[src/rtl/rv_alu_arb_pkg.sv]
// Shared RV32I R-type definitions and small helpers for the ALU
// arbitration block and its round-robin arbiter.
package rv_alu_arb_pkg;

  // Default datapath sizes.
  localparam int DEF_XLEN  = 32;
  localparam int DEF_TAG_W = 5;

  // RV32I R-type funct3 encodings.
  localparam logic [2:0] F3_ADD  = 3'b000;  // ADD / SUB
  localparam logic [2:0] F3_SLL  = 3'b001;
  localparam logic [2:0] F3_SLT  = 3'b010;
  localparam logic [2:0] F3_SLTU = 3'b011;
  localparam logic [2:0] F3_XOR  = 3'b100;
  localparam logic [2:0] F3_SR   = 3'b101;  // SRL / SRA
  localparam logic [2:0] F3_OR   = 3'b110;
  localparam logic [2:0] F3_AND  = 3'b111;

  // funct7[5] set selects the alternate op (SUB, SRA).
  localparam logic FUNCT7_R_ALT = 1'b1;

  // Increment an index with wrap at n.
  function automatic int wrap_inc(input int idx, input int n);
    return (idx + 1 >= n) ? 0 : idx + 1;
  endfunction

endpackage

[src/rtl/rv_rr_arbiter.sv]
// Round-robin arbiter: one-hot grant to the first requester at or after
// rr_ptr (wrapping), only while enabled. rr_ptr moves past the granted
// requester only when the grant is actually taken (advance).
module rv_rr_arbiter
  import rv_alu_arb_pkg::*;
#(
  parameter int NREQ  = 2,
  parameter int IDX_W = (NREQ > 1) ? $clog2(NREQ) : 1
) (
  input  logic             clk,
  input  logic             rst_n,
  input  logic [NREQ-1:0]  req,
  input  logic             en,
  input  logic             advance,
  output logic [NREQ-1:0]  grant,
  output logic [IDX_W-1:0] grant_idx
);

  logic [IDX_W-1:0] rr_ptr;
  logic [IDX_W-1:0] sel;
  logic             found;
  int               cand;

  // Priority search starting at rr_ptr, wrapping at NREQ.
  always_comb begin
    grant     = '0;
    grant_idx = '0;
    found     = 1'b0;
    cand      = 0;
    sel       = '0;
    for (int k = 0; k < NREQ; k++) begin
      cand = int'(rr_ptr) + k;
      if (cand >= NREQ) cand = cand - NREQ;
      sel = IDX_W'(cand);
      if (en && !found && req[sel]) begin
        grant[sel] = 1'b1;
        grant_idx  = sel;
        found      = 1'b1;
      end
    end
  end

  // Pointer moves one past the winner on each accepted grant only.
  always_ff @(posedge clk or negedge rst_n) begin
    if (!rst_n) begin
      rr_ptr <= '0;
    end else if (advance) begin
      rr_ptr <= IDX_W'(wrap_inc(int'(grant_idx), NREQ));
    end
  end

endmodule

[src/rtl/rv_alu_arb.sv]
// Shares one external combinational RV32I R-type ALU between NREQ
// requesters. The granted requester's operands drive the ALU; the result
// is captured with its tag in a single-entry slot and returned on a
// one-hot response handshake one cycle after accept.
module rv_alu_arb
  import rv_alu_arb_pkg::*;
#(
  parameter int NREQ  = 2,
  parameter int XLEN  = DEF_XLEN,
  parameter int TAG_W = DEF_TAG_W
) (
  input  logic                  clk,
  input  logic                  rst_n,
  input  logic [NREQ-1:0]       req_valid,
  output logic [NREQ-1:0]       req_ready,
  input  logic [NREQ*XLEN-1:0]  req_rs1,
  input  logic [NREQ*XLEN-1:0]  req_rs2,
  input  logic [NREQ*3-1:0]     req_funct3,
  input  logic [NREQ-1:0]       req_funct7_r,
  input  logic [NREQ*TAG_W-1:0] req_tag,
  output logic [XLEN-1:0]       alu_rs1,
  output logic [XLEN-1:0]       alu_rs2,
  output logic [2:0]            alu_funct3,
  output logic                  alu_funct7_r,
  input  logic [XLEN-1:0]       alu_rd,
  output logic [NREQ-1:0]       rsp_valid,
  input  logic [NREQ-1:0]       rsp_ready,
  output logic [XLEN-1:0]       rsp_data,
  output logic [TAG_W-1:0]      rsp_tag
);

  localparam int IDX_W = (NREQ > 1) ? $clog2(NREQ) : 1;

  logic [NREQ-1:0]  grant;
  logic [IDX_W-1:0] grant_idx;
  logic             slot_free;
  logic             accept;
  logic [TAG_W-1:0] tag_sel;

  logic [NREQ-1:0]  rsp_valid_p1;
  logic [XLEN-1:0]  rsp_data_p1;
  logic [TAG_W-1:0] rsp_tag_p1;
  logic [IDX_W-1:0] owner_p1;

  // The slot can take a new op when empty or being drained this cycle;
  // this is a deliberate combinational path from rsp_ready to req_ready.
  assign slot_free = ~(|rsp_valid_p1) | rsp_ready[owner_p1];

  rv_rr_arbiter #(
    .NREQ  (NREQ),
    .IDX_W (IDX_W)
  ) u_arb (
    .clk       (clk),
    .rst_n     (rst_n),
    .req       (req_valid),
    .en        (slot_free),
    .advance   (accept),
    .grant     (grant),
    .grant_idx (grant_idx)
  );

  // Grant is already qualified by valid and slot_free.
  assign req_ready = grant;
  assign accept    = |grant;

  // Operand mux: granted requester's fields, all zero when idle.
  always_comb begin
    alu_rs1      = '0;
    alu_rs2      = '0;
    alu_funct3   = '0;
    alu_funct7_r = 1'b0;
    tag_sel      = '0;
    for (int i = 0; i < NREQ; i++) begin
      if (grant[i]) begin
        alu_rs1      = req_rs1[i*XLEN +: XLEN];
        alu_rs2      = req_rs2[i*XLEN +: XLEN];
        alu_funct3   = req_funct3[i*3 +: 3];
        alu_funct7_r = req_funct7_r[i];
        tag_sel      = req_tag[i*TAG_W +: TAG_W];
      end
    end
  end

  // ---- p0 -> p1: result slot capture / drain ----
  // Capture on accept; clear valid on drain; data and tag hold otherwise.
  always_ff @(posedge clk or negedge rst_n) begin
    if (!rst_n) begin
      rsp_valid_p1 <= '0;
      rsp_data_p1  <= '0;
      rsp_tag_p1   <= '0;
      owner_p1     <= '0;
    end else if (accept) begin
      rsp_valid_p1 <= grant;
      rsp_data_p1  <= alu_rd;
      rsp_tag_p1   <= tag_sel;
      owner_p1     <= grant_idx;
    end else if (slot_free) begin
      rsp_valid_p1 <= '0;
    end
  end

  assign rsp_valid = rsp_valid_p1;
  assign rsp_data  = rsp_data_p1;
  assign rsp_tag   = rsp_tag_p1;

endmodule

[config.mk]
export PLATFORM = sky130hd
export DESIGN_NAME = rv_alu_arb
export DESIGN_NICKNAME = d
export VERILOG_FILES = /design/src/rtl/rv_alu_arb_pkg.sv /design/src/rtl/rv_rr_arbiter.sv /design/src/rtl/rv_alu_arb.sv
export SDC_FILE = /design/constraint.sdc
export NUM_CORES = 1
export LEC_CHECK = 0
export ABC_AREA = 1
export CAP_MARGIN = 15
export CORE_AREA = 2 2 114 116
export DETAILED_ROUTE_END_ITERATION = 12
export DIE_AREA = 0 0 116 118
export HOLD_SLACK_MARGIN = 0.08
export PLACE_DENSITY = 0.65
export SYNTH_ARGS = -nofsm -noshare
export SYNTH_HDL_FRONTEND = slang
export SYNTH_SLANG_ARGS = --single-unit
[constraint.sdc]
create_clock -name clk -period 2.23 [get_ports clk]
set_input_delay 0.223 -clock clk [delete_from_list [all_inputs] [get_ports clk]]
set_output_delay 0.223 -clock clk [all_outputs]
set_load 0.1 [all_outputs]
==> results.md <==
* Status: completed
* Fin nets at around 890
* Peak Freq at roughly 500 MHz
* Ports at 293
* Final slew viol count at 0
* H-tree lvl count at 2
* Synthesis-to-layout area growth at 154%
* Final Util at 0.523
* Pin count of the biggest net entering global routing at 50
* Clock Path Buffers at 2
* First-pass GRT wire length at ~19,000 um
* Routed length per instance at roughly 14 um
* Worst endpoint required time at 2.01 ns
* Initial antenna violation count at 0
* Final Setup Violations at 0
* Dpl hpwl at about 11,000 um
* Slew margin rel. at 0.389
* Post-synthesis sequential area ratio at 0.400
* Max-cap violations at 0
* Setup TNS at 0 ns
* Routability congestion estimate from global placement at between 0.8 and 0.9
* Final setup margin at approximately 0.18 ns
* Synth Net Count at between 500 and 600
* Commonest cells after routing, fill and taps aside: nand2_1 (311), clkdlybuf4s50_1 (182), buf_12 (74)
* M3 GR Usage at 0.0541
* Core ar. at 12,400 sq um
* Drt first pass iters at 4
* Post-CTS setup repair buffer count at 0
* WL final at 12,500 um
* Die Span Y at approximately 120 um
* GRT Max-Usage Layer: met2
* Total congestion overflow at 0
* Die Area at between 10,000 and 15,000 sq um
* Fin Clk Skew at 0.00400 ns
* Worst hold path class: in -> async
* Total GRT Usage at 0.177
* Placed Cells at between 800 and 900
* Met2 GRT Util at 0.335
* Max FO, Critical Path at between 40 and 50
* Crit path kind: in -> out
* Period utilization at 0.921
* Resized cells post-CTS at 0
* Tmin final at 2.05 ns
* RSZ-0062 raised after global routing: false
* Worst-margin pin slew at between 0.9 and 1 ns
* CTS tree: done
* Met1 Resource Use GR at 0.186
* Vias in the first global route at around 3,800
* Antenna-violating nets left at 0
* Crit. End Element: primary output
* WP data arrival at 1.83 ns
* Number of buffers created by CTS at 5
* Hold buffer count at cts at 0
* Final hold vios at 0
* Commonest non-fill, non-tap cell in the layout: nand2_1
* Area of the mapped netlist at around 2600 sq um
* Initial DRC count at 123
* Number of core rows at 41
* Mean Syn Cell Area at approximately 6.2 sq um
* Total number of vias at approximately 3,600
* Diode count at 0
* Clock Sinks at roughly 40
* Initial core utilization at 0.206
* Yosys reg bits at a little over 40
* Die Width at 116 um
* Final std cells w/o fill at 877
* Synth Warn # at 0
* Pre-CTS setup slack at 0.162 ns
* Clock transition at the registers of the reported paths at about 0.06 ns
* Fraction of layout cells with a size suffix above 1 at 0.211
* Yosys cell types at 15
* IO buf count at approximately 290
* Clk root buf: clkbuf_16
* Syn Inst Count at just over 400
* Clock latency on the worst-skew pair at about 0.28 ns
* Startpoint types: primary input
* Routed vias/inst at 4.12
* DRC at 0
-- final timing paths --
kind,start,to,slack [ns],cells after the start
max,req_valid[1],alu_funct3[1],0.18,9
max reg2reg,u_arb.rr_ptr,rsp_data[30],0.68,7
min,rst_n,rsp_data[19],0.08,1
min reg2reg,rsp_data[2],rsp_data[2],0.48,2
max in group asynchronous,rst_n,rsp_valid[0],1.52,1
min in group clk,alu_rd[13],rsp_data[13],0.48,3
-- cell type report --
| type | instances | area (sq um) |
|---|---|---|
| Fill cell | 1170 | 5920 |
| Clock inverter | 2 | 37.5 |
| Tap cell | 172 | 215 |
| Inverter | 12 | 45.0 |
| Clock buffer | 6 | 139 |
| Timing Repair Buffer | 303 | 3650 |
| Multi-Input combinational cell | 341 | 1380 |
| Sequential cell | 41 | 1030 |
-- registers in the layout (all words and copies together) (netlist names) --
register / cells
rsp_tag: 5
u_arb.rr_ptr: 1
rsp_data: 32
rsp_valid: 2
owner_p1: 1
-- cells in the mapped netlist (all sizes together) --
master / count / area [sq um]
nand2: 324 / 1230
buf: 21 / 138
a21oi: 2 / 21.3
dfrtp: 41 / 1030
nand3: 11 / 67.6
o21ai: 4 / 31.3
inv: 12 / 45.1
-- critical path, cell delays in order --
cell and delay [ns]:
clkdlybuf4s50_1 0.55, nand2_1 0.11, nand2_4 0.09, nand2_4 0.07
inv_2 0.11, buf_12 0.23, nand2_1 0.08, nand2_1 0.14
buf_12 0.19
-- layer usage --
metal  share of wire  up-vias  wire length, um
met5               0        -                0
met4           0.017        0              212
met3           0.095       17             1180
met2            0.52      189             6500
met1            0.37     1597             4570
li1                -     1814                -
-- cells by family (layout without fill, tap and decap cells) --
kind of cell | count (synthesis) | count (layout) | synth area share
buf+inv | 33 | 323 | 0.0713
compound gates | 6 | 6 | 0.0205
simple gates | 335 | 335 | 0.508
flops | 41 | 41 | 0.400
-- per-stage QoR --
stage	hold slack (ns)	cell area (sq um)
finish	0.0824	6500
global route	0.156	6500
global placement	0.387	6320
detailed placement	0.402	6320
floorplan	-0.0726	2590
CTS	0.110	6500
Power is left out: the tool's default activity adds up to more than one toggle a clock period on the data nets, which glitch-free logic cannot reach.
